## config.mk

```make
export PLATFORM = sky130hd
export DESIGN_NAME = rnd_sat_stream_flat
export DESIGN_NICKNAME = d
export VERILOG_FILES = /design/src/rtl/rnd_sat_stream_if.sv /design/src/rtl/rnd_sat_stream.sv /design/src/flat_wrapper.sv
export SDC_FILE = /design/constraint.sdc
export NUM_CORES = 1
export LEC_CHECK = 0
export ABC_AREA = 1
export CAP_MARGIN = 20
export CORE_MARGIN = 5
export CORE_UTILIZATION = 56
export CTS_CLUSTER_DIAMETER = 60
export DETAILED_ROUTE_END_ITERATION = 7
export PLACE_DENSITY = 0.87
export RECOVER_POWER = 25
export SLEW_MARGIN = 30
export SYNTH_ARGS = -nofsm -noshare
export SYNTH_HDL_FRONTEND = slang
export SYNTH_HIERARCHICAL = 1
export SYNTH_SLANG_ARGS = --single-unit
```

## constraint.sdc

```tcl
create_clock -name clk -period 2.4 [get_ports clk]
set_input_delay 0.36 -clock clk [delete_from_list [all_inputs] [get_ports clk]]
set_output_delay 0.36 -clock clk [all_outputs]
set_load 0.03 [all_outputs]
```

## src/rtl/rnd_sat_stream_if.sv

```systemverilog
// Stream bundle for rnd_sat_stream: input beat with its controls, plus the
// saturated output beat and the saturation counter.
interface rnd_sat_stream_if #(
  parameter int IN_WIDTH    = 32,
  parameter int OUT_WIDTH   = 16,
  parameter int SHIFT_WIDTH = 5,
  parameter int NCH         = 2
);
  logic                     din_valid;
  logic [NCH*IN_WIDTH-1:0]  din;
  logic [SHIFT_WIDTH-1:0]   shift;
  logic [1:0]               mode;
  logic                     clr_cnt;
  logic                     dout_valid;
  logic [NCH*OUT_WIDTH-1:0] dout;
  logic [NCH-1:0]           sat_flag;
  logic [15:0]              sat_cnt;

  modport master (
    output din_valid, din, shift, mode, clr_cnt,
    input  dout_valid, dout, sat_flag, sat_cnt
  );

  modport slave (
    input  din_valid, din, shift, mode, clr_cnt,
    output dout_valid, dout, sat_flag, sat_cnt
  );
endinterface

```

## src/rtl/rnd_sat_stream.sv

```systemverilog
// Multi-channel right-shift, round (floor / half-up / half-even) and saturate, 2-stage pipeline.
// RND_SAT_SYM_EN selects symmetric saturation (MIN = -MAX); undefined gives two's-complement MIN.
module rnd_sat_lane #(
  parameter int IN_WIDTH    = 32,
  parameter int OUT_WIDTH   = 16,
  parameter int SHIFT_WIDTH = 5
) (
  input  logic                   clk,
  input  logic                   rst,
  input  logic                   en1,
  input  logic                   en2,
  input  logic [IN_WIDTH-1:0]    din,
  input  logic [SHIFT_WIDTH-1:0] shift,
  input  logic [1:0]             mode,
  output logic [OUT_WIDTH-1:0]   dout,
  output logic                   sat,
  output logic                   sat_nxt
);
  localparam int SI = $clog2(IN_WIDTH);
  localparam logic signed [IN_WIDTH:0] MAX_V =
    {{(IN_WIDTH-OUT_WIDTH+2){1'b0}}, {(OUT_WIDTH-1){1'b1}}};
`ifdef RND_SAT_SYM_EN
  localparam logic signed [IN_WIDTH:0] MIN_V = -MAX_V;
`else
  localparam logic signed [IN_WIDTH:0] MIN_V = ~MAX_V;
`endif

  logic [SI-1:0]              s;
  logic signed [IN_WIDTH:0]   dx, q, r_d, r_q;
  logic [IN_WIDTH-1:0]        mask;
  logic                       guard, sticky, inc;
  logic                       sat_hi, sat_lo, sat_d, sat_q;
  logic [OUT_WIDTH-1:0]       dout_d, dout_q;

  // Stage 1: arithmetic shift plus rounding increment, one bit wider so r never wraps.
  always_comb begin
    if (32'(shift) > 32'(IN_WIDTH-1)) s = SI'(IN_WIDTH-1);
    else                              s = SI'(shift);
    dx     = $signed({din[IN_WIDTH-1], din});
    q      = dx >>> s;
    guard  = 1'b0;
    sticky = 1'b0;
    mask   = '0;
    if (s != '0) begin
      guard  = din[s - SI'(1)];
      mask   = (IN_WIDTH'(1) << (s - SI'(1))) - IN_WIDTH'(1);
      sticky = |(din & mask);
    end
    case (mode)
      2'b00:   inc = 1'b0;
      2'b10:   inc = guard & (sticky | q[0]);
      default: inc = guard;
    endcase
    r_d = en1 ? (q + $signed({{IN_WIDTH{1'b0}}, inc})) : r_q;
  end

  // Stage 2: clamp; dout holds across idle cycles, the flag does not.
  always_comb begin
    sat_hi = r_q > MAX_V;
    sat_lo = r_q < MIN_V;
    dout_d = dout_q;
    sat_d  = 1'b0;
    if (en2) begin
      sat_d = sat_hi | sat_lo;
      if (sat_hi)      dout_d = MAX_V[OUT_WIDTH-1:0];
      else if (sat_lo) dout_d = MIN_V[OUT_WIDTH-1:0];
      else             dout_d = r_q[OUT_WIDTH-1:0];
    end
  end

  always_ff @(posedge clk or posedge rst) begin
    if (rst) begin
      r_q    <= '0;
      dout_q <= '0;
      sat_q  <= 1'b0;
    end else begin
      r_q    <= r_d;
      dout_q <= dout_d;
      sat_q  <= sat_d;
    end
  end

  assign dout    = dout_q;
  assign sat     = sat_q;
  assign sat_nxt = sat_d;
endmodule

module rnd_sat_stream #(
  parameter int IN_WIDTH    = 32,
  parameter int OUT_WIDTH   = 16,
  parameter int SHIFT_WIDTH = 5,
  parameter int NCH         = 2
) (
  input logic             clk,
  input logic             rst,
  rnd_sat_stream_if.slave bus
);
  localparam int STAGES = 2;

  logic [STAGES:1] vld_pipe_q, vld_pipe_d;
  logic [NCH-1:0]  sat_nxt;
  logic [15:0]     sat_cnt_q, sat_cnt_d;

  for (genvar k = 0; k < NCH; k++) begin : g_lane
    rnd_sat_lane #(
      .IN_WIDTH    (IN_WIDTH),
      .OUT_WIDTH   (OUT_WIDTH),
      .SHIFT_WIDTH (SHIFT_WIDTH)
    ) u_lane (
      .clk     (clk),
      .rst     (rst),
      .en1     (bus.din_valid),
      .en2     (vld_pipe_q[1]),
      .din     (bus.din[k*IN_WIDTH +: IN_WIDTH]),
      .shift   (bus.shift),
      .mode    (bus.mode),
      .dout    (bus.dout[k*OUT_WIDTH +: OUT_WIDTH]),
      .sat     (bus.sat_flag[k]),
      .sat_nxt (sat_nxt[k])
    );
  end

  // Counter advances with the beat entering the output register; clear wins.
  always_comb begin
    vld_pipe_d = {vld_pipe_q[STAGES-1:1], bus.din_valid};
    sat_cnt_d  = sat_cnt_q;
    if (bus.clr_cnt)                             sat_cnt_d = '0;
    else if ((|sat_nxt) && sat_cnt_q != 16'hFFFF) sat_cnt_d = sat_cnt_q + 16'd1;
  end

  always_ff @(posedge clk or posedge rst) begin
    if (rst) begin
      vld_pipe_q <= '0;
      sat_cnt_q  <= '0;
    end else begin
      vld_pipe_q <= vld_pipe_d;
      sat_cnt_q  <= sat_cnt_d;
    end
  end

  assign bus.dout_valid = vld_pipe_q[STAGES];
  assign bus.sat_cnt    = sat_cnt_q;
endmodule

```

## src/flat_wrapper.sv

```systemverilog
// flat-port wrapper written by rule: the top's interface ports become plain ports
module rnd_sat_stream_flat 
#(
  parameter int IN_WIDTH    = 32,
  parameter int OUT_WIDTH   = 16,
  parameter int SHIFT_WIDTH = 5,
  parameter int NCH         = 2
)
  (clk, rst, bus_din_valid, bus_din, bus_shift, bus_mode, bus_clr_cnt, bus_dout_valid, bus_dout, bus_sat_flag, bus_sat_cnt);
  rnd_sat_stream_if #(.IN_WIDTH(IN_WIDTH), .OUT_WIDTH(OUT_WIDTH), .SHIFT_WIDTH(SHIFT_WIDTH), .NCH(NCH)) bus_i ();
  input logic clk;
  input logic rst;
  input wire logic [$bits(bus_i.din_valid)-1:0] bus_din_valid;
  input wire logic [$bits(bus_i.din)-1:0] bus_din;
  input wire logic [$bits(bus_i.shift)-1:0] bus_shift;
  input wire logic [$bits(bus_i.mode)-1:0] bus_mode;
  input wire logic [$bits(bus_i.clr_cnt)-1:0] bus_clr_cnt;
  output wire logic [$bits(bus_i.dout_valid)-1:0] bus_dout_valid;
  output wire logic [$bits(bus_i.dout)-1:0] bus_dout;
  output wire logic [$bits(bus_i.sat_flag)-1:0] bus_sat_flag;
  output wire logic [$bits(bus_i.sat_cnt)-1:0] bus_sat_cnt;
  assign bus_i.din_valid = bus_din_valid;
  assign bus_i.din = bus_din;
  assign bus_i.shift = bus_shift;
  assign bus_i.mode = bus_mode;
  assign bus_i.clr_cnt = bus_clr_cnt;
  assign bus_dout_valid = bus_i.dout_valid;
  assign bus_dout = bus_i.dout;
  assign bus_sat_flag = bus_i.sat_flag;
  assign bus_sat_cnt = bus_i.sat_cnt;
  rnd_sat_stream #(.IN_WIDTH(IN_WIDTH), .OUT_WIDTH(OUT_WIDTH), .SHIFT_WIDTH(SHIFT_WIDTH), .NCH(NCH)) u_core (.clk(clk), .rst(rst), .bus(bus_i));
endmodule
```

==> results of run 1 <==
[layer usage]
layer / GRT usage [%] / overflow
met1: 65.9 / 0
met2: 82.8 / 3
met5: 13.9 / 0
met4: 66.0 / 2
met3: 53.4 / 2
[synth_stat cells, drive strengths merged, types with 9 or more instances]
library cell  instances  area share (%)
a21oi                49             1.9
a31oi                23            0.96
buf                  86             4.3
clkbuf               21            0.53
dfrtp               118              20
ha                   17             1.4
inv                 231             5.9
nand2               925              24
nand3               295              11
nand4                44             1.8
nor2                344              12
nor3                 16            0.64
nor4                  9            0.38
o211ai               13            0.65
o21ai               266              10
or2                  23            0.96
[stage by stage]
stage	TNS, ps	hold WS [ps]	setup slack (ps)
floorplan	-68780	299	-1300
CTS	-73310	97.8	-1310
detailed placement	-130510	407	-2220
global placement	-120780	406	-2040
[repair_timing]
item	CTS
cloned	3
pin swaps	135
setup buffers	30
gates resized for setup	250
endpoints found under the setup margin	66
[cell families after synthesis]
group	count (synthesis)	synth area share, %
and+or+nand+nor	1676	52.2
xor gates and xnor gates	10	0.584
DFF	118	19.7
adders and majority gates	17	1.42
muxes	3	0.200
AOI/OAI and AO/OA	378	15.0
buffers and inverters	341	10.9
==> impl_metrics.py, run 1 <==
metrics = {
    "clock_network": {
        "cts.sinks": 118,
        "cts_inserted_buffers": 17,
        "cts.htree.levels": 4,
        "clk_path_buf_depth": 2,
        "root_buffer": "clkbuf_16",
        "cts_hold_buf": 0,
    },
    "synth": {
        "syn_inst": 2543,
        "ys_async_sr_fraction_pct": 100,
        "syn_nets": 2635,
        "yosysSeqAreaShare_pct": 19.7,
        "yosys_most_used_dff": "dfrtp_1",
        "synth_seq_cells": 118,
        "yosys_warnings": 6,
        "syn_area_sq_um": 15000,
        "synth_cell_types": 60,
        "synth-edff-count": 0,
        "syn_area_per_cell_sq_um": 5.89,
    },
    "outcome": {
        "error_message": "[ERROR GRT-0232] Routing congestion too high. Check the congestion heatmap in the GUI.",
        "status": "stopped before the end",
        "stop_stage": "global routing (5_1_grt)",
    },
    "placed_design": {
        "place_congestion": 1.10,
        "hpwl_microns": 43200,
        "place_inst": 3426,
        "port-buffer-count": 125,
        "placedInstanceArea_sq_um": 20100,
    },
    "global_route": {
        "grt_usage_pct": 66.5,
        "grt_max_degree": 82,
        "grt_overflow": 7,
    },
    "floorplan": {
        "die_w_microns": 174,
        "die_y_microns": 174,
        "initial_core_util_pct": 57.2,
        "num_rows": 59,
        "pin_count": 126,
    },
    "sta": {
        "grt_repair_worst_endpoint": "u_core/g_lane[1].u_lane/r_q[24]$_DFFE_PP0P_/D",
        "endpoint_type": "register input",
    },
}
==> run 2, diff against run 1 <==
--- a/config.mk
+++ b/config.mk
@@ -8,10 +8,9 @@
 export ABC_AREA = 1
 export CAP_MARGIN = 20
 export CORE_MARGIN = 5
-export CORE_UTILIZATION = 56
-export CTS_CLUSTER_DIAMETER = 60
+export CORE_UTILIZATION = 40
 export DETAILED_ROUTE_END_ITERATION = 7
-export PLACE_DENSITY = 0.87
+export PLACE_DENSITY_LB_ADDON = 0.15
 export RECOVER_POWER = 25
 export SLEW_MARGIN = 30
 export SYNTH_ARGS = -nofsm -noshare
==> run 2 against run 1 <==
Compared with the run above:
- the flow now finishes, with violations (negative setup slack)
- synthesized cell count did not move
- area after synthesis did not move
==> impl_metrics.py, run 2 <==
metrics = {
    "sta": {
        "clock_skew_ps": 11.7,
        "finalCritPeriodShare_pct": 158,
        "whs_ps": 461,
        "fin_crit_ps": 3780,
        "maxSlewViolCount": 0,
        "slew_headroom_pct": 41.3,
        "setup_viol": 66,
        "worst_pin_slew_ps": 879,
        "hold_viol": 0,
        "rsz0062_at_grt": "true",
        "setup_slack_ps": -1380,
        "max_freq_mhz": 264,
    },
    "synth": {
        "syn_inst": 2543,
        "yosys_warnings": 6,
        "yosys.area.top_type": "nand2_1",
        "yosysTopAreaCellShare_pct": 22.1,
        "ys_async_sr_fraction_pct": 100,
        "syn_area_sq_um": 15000,
        "ys_top_cells_by_count": "nand2_1, nand3_1, nor2_1, inv_1, o21ai_1",
        "yosysSeqAreaShare_pct": 19.7,
        "synth_cell_types": 60,
        "syn_nets": 2635,
        "synth.most_common_cell": "nand2_1",
        "synth-edff-count": 0,
        "synth_seq_cells": 118,
        "synth_area_leaders": "nand2_1, dfrtp_1, nand3_1",
        "yosys_most_used_dff": "dfrtp_1",
        "syn_area_per_cell_sq_um": 5.89,
    },
    "global_route": {
        "grt_antenna_before_repair": 2,
        "use_met2_pct": 42.6,
        "use_met1_pct": 38.0,
        "top_usage_layer": "met2",
        "use_met3_pct": 3.29,
        "grt_overflow": 0,
        "grt_pass1_vias": 17874,
        "grt_pass1_wl_microns": 91000,
        "grt_max_degree": 60,
        "grt_usage_pct": 26.5,
    },
    "drt": {
        "antenna_left": 0,
        "vias": 18653,
        "totalWireLength_microns": 56700,
        "drt_iter0_drc": 1248,
        "first_pass_iters": 6,
        "via_per_inst": 5.12,
        "wl_per_cell_microns": 15.6,
        "drcViolationCount": 0,
    },
    "placed_design": {
        "place_congestion": 0.972,
        "pre_cts_ws_ps": -2180,
        "port-buffer-count": 125,
        "hpwl_microns": 45800,
    },
    "floorplan": {
        "pin_count": 126,
        "fp.coreArea_sq_um": 36800,
        "die_y_microns": 204,
        "num_rows": 70,
        "initial_core_util_pct": 40.7,
        "dieArea_sq_um": 41400,
        "die_w_microns": 204,
    },
    "cells_and_area": {
        "layout_common_cells": "nand2_1, buf_4, nand3_1, nor2_1, inv_1",
        "regMostFlops": "u_core/g_lane.u_lane/r_q",
        "n_antenna_cell": 0,
        "mostFrequentLayoutCell": "nand2_1",
        "area_delta_synth_final_pct": 51.1,
        "largest_reg_flops": 66,
        "drive_above_1_share_pct": 35.4,
        "num-nets-final": 3252,
    },
    "power_and_ir_drop": {
        "p_comb_share_pct": 47.6,
        "seqPwrFrac_pct": 25.3,
        "leakagePower_nw": 11.4,
        "ir_drop_mv": 0.472,
        "switchingPower_mw": 3.74,
        "powerDensity_nw_per_um2": 419,
        "p_sw_share_pct": 39.5,
        "p_int_mw": 5.74,
        "clockPowerShare_pct": 27.1,
    },
    "worst_setup_path": {
        "critPathTopFamily": "simple AND/OR/NAND/NOR gates",
        "reg2reg_slack_ps": 350,
        "critPathBufInv": 6,
        "critPathLaunchType": "input port",
        "cp_data_arrival_time_ps": 4050,
        "max_stage_delay_ps": 300,
        "critical_path_peak_fanout": 8,
        "cp-end-kind": "flip-flop",
        "crit_slowest_cell": "nor2_4",
        "required_ps": 2670,
        "critical_path_class": "in2reg",
    },
    "clock_network": {
        "cts_inserted_buffers": 17,
        "worstSkewPairLatency_ps": 410,
        "clkTransAtPathRegs_ps": 60,
        "root_buffer": "clkbuf_16",
        "cts_tree": "yes",
        "cts.htree.levels": 4,
        "cts_hold_buf": 0,
        "cts.sinks": 118,
        "clk_path_buf_depth": 2,
    },
    "outcome": {
        "status": "complete, but fails checks",
        "violations": "negative setup slack",
    },
    "run": {
        "maxCapViolations": 0,
    },
    "min_path": {
        "hp-class": "reg2reg",
    },
}
## run 2: cell counts after synthesis
No cell type changed its count.
## run 2: kinds of logic (layout without fill, tap and decap cells)
group,count (synthesis),in the layout,share of synthesized area (%)
AO/OA/AOI/OAI,378,378,15.0
XOR/XNOR,10,10,0.584
adder cells (fa/ha/maj),17,17,1.42
buffers and inverters,341,971,10.9
flip-flops,118,118,19.7
multiplexers,3,3,0.200
AND/OR/NAND/NOR,1676,1676,52.2
## run 2: area by class of cell
type	count	area [sq um]
Clock buffer	18	439
Clock inverter	14	165
Fill cell	3561	14100
Inverter	234	968
Multi-Input combinational cell	2084	11700
Sequential cell	118	2950
Tap cell	468	586
Timing Repair Buffer	704	5850
Timing Repair inverter	1	8.76
## run 2: power groups by stage
stage                     Sequential (mW)  Clock, mW  Combinational (mW)
final                                2.40       2.57                4.51
after global routing                 2.43       2.69                4.94
after CTS                            2.39       2.60                4.35
after global placement               2.42          0                4.11
after detailed placement             2.43          0                4.14
after floorplan                      2.55          0                2.24
## run 2: final timing paths
check | from | end | cells past startpoint
worst max-delay path | bus_shift[0] | u_core/g_lane[0].u_lane/r_q[24]$_DFFE_PP0P_ | 33
worst min-delay path | u_core/vld_pipe_q[1]$_DFF_PP0_ | u_core/vld_pipe_q[2]$_DFF_PP0_ | 0
worst max register to register | u_core/g_lane[1].u_lane/r_q[30]$_DFFE_PP0P_ | u_core/bus.sat_cnt[2]$_DFFE_PP0P_ | 10
worst min register to register | u_core/vld_pipe_q[1]$_DFF_PP0_ | u_core/vld_pipe_q[2]$_DFF_PP0_ | 0
max in group asynchronous | rst | u_core/g_lane[1].u_lane/r_q[15]$_DFFE_PP0P_ | 3
min in group asynchronous | rst | u_core/bus.sat_cnt[9]$_DFFE_PP0P_ | 2
## run 2: repair_timing
item	4_1_cts	5_1_grt
pin swaps	116	102
resized for setup	205	130
gates cloned	0	1
setup buffers	32	10
setup endpoints to repair	66	66
## run 2: per-layer routing
layer,wire length (microns),share of wire (%)
met5,27,0.048
met2,25500,45
met4,1200,2.1
met3,3260,5.7
met1,26600,47
## run 2: per-stage QoR
| stage | total power, mW | util [%] | setup TNS, ps | cells | cell area [sq um] |
|---|---|---|---|---|---|
| after global routing | 10.1 | 61.6 | -89400 | 3641 | 22600 |
| after floorplan | 4.78 | - | -68780 | 2543 | 15200 |
| after CTS | 9.35 | 59.9 | -75610 | 3632 | 22000 |
| after detailed placement | 6.57 | 55.5 | -131420 | 3569 | 20400 |
| final | 9.48 | 61.6 | -76070 | 3641 | 22600 |
| after global placement | 6.53 | 55.5 | -128980 | 3569 | 20400 |
No activity file was read; power rests on OpenSTA's default activity.
==> run 3, diff against run 2 <==
==> constraint.sdc (replaced) <==
create_clock -name clk -period 3.9 [get_ports clk]
set_input_delay 0.585 -clock clk [delete_from_list [all_inputs] [get_ports clk]]
set_output_delay 0.585 -clock clk [all_outputs]
set_load 0.03 [all_outputs]
==> run 3 against run 2 <==
Compared with the run above:
- the run ends with max-capacitance violations, max-slew violations, negative setup slack left
- worst hold slack lost 42 ps
- clock skew shrank 2.9 ps
- cell count shrank 7.3%
- core utilization shrank 4.8 points
- clock power shrank 37%
- via count shrank 4.2%
- largest cell class unchanged
==> impl_metrics.py, run 3 (synthesis results as in run 2) <==
metrics = {
    "worst_setup_path": {
        "cp-end-kind": "flip-flop",
        "r2r_start": "u_core/vld_pipe_q[1]$_DFF_PP0_",
        "critPathLaunchType": "input port",
        "reg2reg_to": "u_core/bus.sat_cnt[8]$_DFFE_PP0P_",
        "critPathBufInv": 6,
        "reg2reg_slack_ps": 1530,
        "crit_slowest_cell": "nor2_4",
        "critical_path_class": "in2reg",
        "cp_data_arrival_time_ps": 4330,
        "path_common_cell": "nand2_1",
        "critPathTopFamily": "simple AND/OR/NAND/NOR gates",
        "rr_worst_depth": 8,
        "critical_path_peak_fanout": 6,
        "max_stage_delay_ps": 250,
        "cp.depth": 35,
        "required_ps": 4200,
    },
    "global_route": {
        "grt_antenna_before_repair": 1,
        "grt_max_degree": 58,
        "grt_overflow": 0,
        "grt_usage_pct": 25.0,
        "grt_pass1_wl_microns": 85700,
        "grt_pass1_vias": 16446,
    },
    "clock_network": {
        "cts_tree": "yes",
        "worstSkewPairLatency_ps": 420,
        "cts_hold_buf": 0,
        "root_buffer": "clkbuf_16",
        "clkTransAtPathRegs_ps": 50,
        "clk_path_buf_depth": 2,
        "cts.htree.levels": 4,
        "cts.sinks": 118,
        "cts_inserted_buffers": 17,
    },
    "power_and_ir_drop": {
        "ir_drop_mv": 0.331,
        "leakagePower_nw": 10.2,
        "powerDensity_nw_per_um2": 268,
    },
    "sta": {
        "finalCritPeriodShare_pct": 103,
        "max_freq_mhz": 248,
        "setup_viol": 22,
        "worst_pin_slew_ps": 2220,
        "slew_headroom_pct": -49.0,
        "fin_crit_ps": 4030,
        "maxSlewViolCount": 102,
        "rsz0062_at_grt": "true",
        "setup_slack_ps": -129,
        "clock_skew_ps": 8.76,
        "hold_viol": 0,
    },
    "floorplan": {
        "fp.coreArea_sq_um": 36800,
        "die_y_microns": 204,
        "num_rows": 70,
        "die_w_microns": 204,
        "dieArea_sq_um": 41400,
        "initial_core_util_pct": 40.7,
        "pin_count": 126,
    },
    "placed_design": {
        "place_inst": 3287,
        "hpwl_microns": 43200,
        "port-buffer-count": 125,
        "placedInstanceArea_sq_um": 18300,
        "place_congestion": 0.950,
    },
    "drt": {
        "vias": 17873,
        "drcViolationCount": 0,
        "antenna_left": 0,
        "totalWireLength_microns": 54300,
        "wl_per_cell_microns": 16.1,
        "drt_iter0_drc": 1561,
        "first_pass_iters": 5,
        "via_per_inst": 5.29,
    },
    "min_path": {
        "holdPathStages": 0,
        "holdPathEnd": "u_core/vld_pipe_q[2]$_DFF_PP0_",
        "hp-class": "reg2reg",
        "hold_start": "u_core/vld_pipe_q[1]$_DFF_PP0_",
    },
    "run": {
        "maxCapViolations": 2,
    },
    "cells_and_area": {
        "design_area_sq_um": 20900,
        "n_antenna_cell": 0,
        "drive_above_1_share_pct": 29.6,
        "num-nets-final": 2987,
        "area_delta_synth_final_pct": 39.4,
        "instances_no_fill": 3376,
        "regMostFlops": "u_core/g_lane.u_lane/r_q",
        "largest_reg_flops": 66,
        "layout_common_cells": "nand2_1, buf_4, nand3_1",
        "mostFrequentLayoutCell": "nand2_1",
        "n_fill_cell": 3656,
    },
    "outcome": {
        "violations": "max-capacitance violations, max-slew violations, negative setup slack",
        "status": "complete, but fails checks",
    },
}
[run 3: metal layers]
metal  track usage (%)  wire, microns
met1              36.2          25900
met2              39.9          24500
met3              2.89           2920
met4              6.26           1050
met5                 0             12
[run 3: power breakdown]
group | switching (mW) | internal (mW) | leakage, nW
Clock | 0.576 | 1.06 | 0.292
Sequential | 0.100 | 1.37 | 1.45
Combinational | 1.55 | 0.951 | 8.42
[run 3: how the worst max path moves through the flow]
stage | start | slack [ps] | end
3_5_place_dp | bus_shift[4] | -880 | u_core/g_lane[1].u_lane/r_q[24]$_DFFE_PP0P_
5_1_grt | bus_shift[1] | -360 | u_core/g_lane[0].u_lane/r_q[20]$_DFFE_PP0P_
4_1_cts | bus_shift[0] | -120 | u_core/g_lane[1].u_lane/r_q[24]$_DFFE_PP0P_
6_report | bus_shift[1] | -130 | u_core/g_lane[1].u_lane/r_q[24]$_DFFE_PP0P_
2_1_floorplan | bus_shift[1] | -50 | u_core/g_lane[1].u_lane/r_q[24]$_DFFE_PP0P_
3_3_place_gp | bus_shift[4] | -870 | u_core/g_lane[1].u_lane/r_q[24]$_DFFE_PP0P_
[run 3: area by class of cell]
cell class	instances	area (sq um)	area share (%)
clock inverter	11	148	0.707
tap	468	586	2.80
timing repair buffer	438	3970	19.0
inverter	234	956	4.58
clock buffer	21	470	2.25
multi-input combinational	2085	11800	56.5
sequential	118	2950	14.1
timing repair inverter	1	5.00	0.0240
[run 3: worst reg2reg max path, cell delays in order, from the launching register on]
cell      delay, ps
dfrtp_1         370
clkinv_1         70
clkbuf_1        350
a21oi_1         440
nor2_1          130
nor2_2          560
nor2_4          180
nand2_1         110
nand2_1          50
[run 3: per-stage QoR]
| step | power [mW] | utilization (%) | worst slack [ps] | setup TNS [ps] | hold slack [ps] |
|---|---|---|---|---|---|
| global placement | 3.68 | 49.7 | -868 | -44720 | 401 |
| CTS | 5.46 | 53.6 | -116 | -1030 | 418 |
| global route | 5.94 | 56.8 | -362 | -10140 | 448 |
| finish | 5.60 | 56.8 | -129 | -1120 | 418 |
| detailed placement | 3.70 | 49.7 | -879 | -45320 | 404 |
| floorplan | 2.94 | - | -50.9 | -72.6 | 388 |
[run 3: what timing repair did]
item	CTS	global route
pin swaps	72	115
cloned	2	3
setup buffers	21	32
endpoints found under the setup margin	62	60
resized for setup	156	230
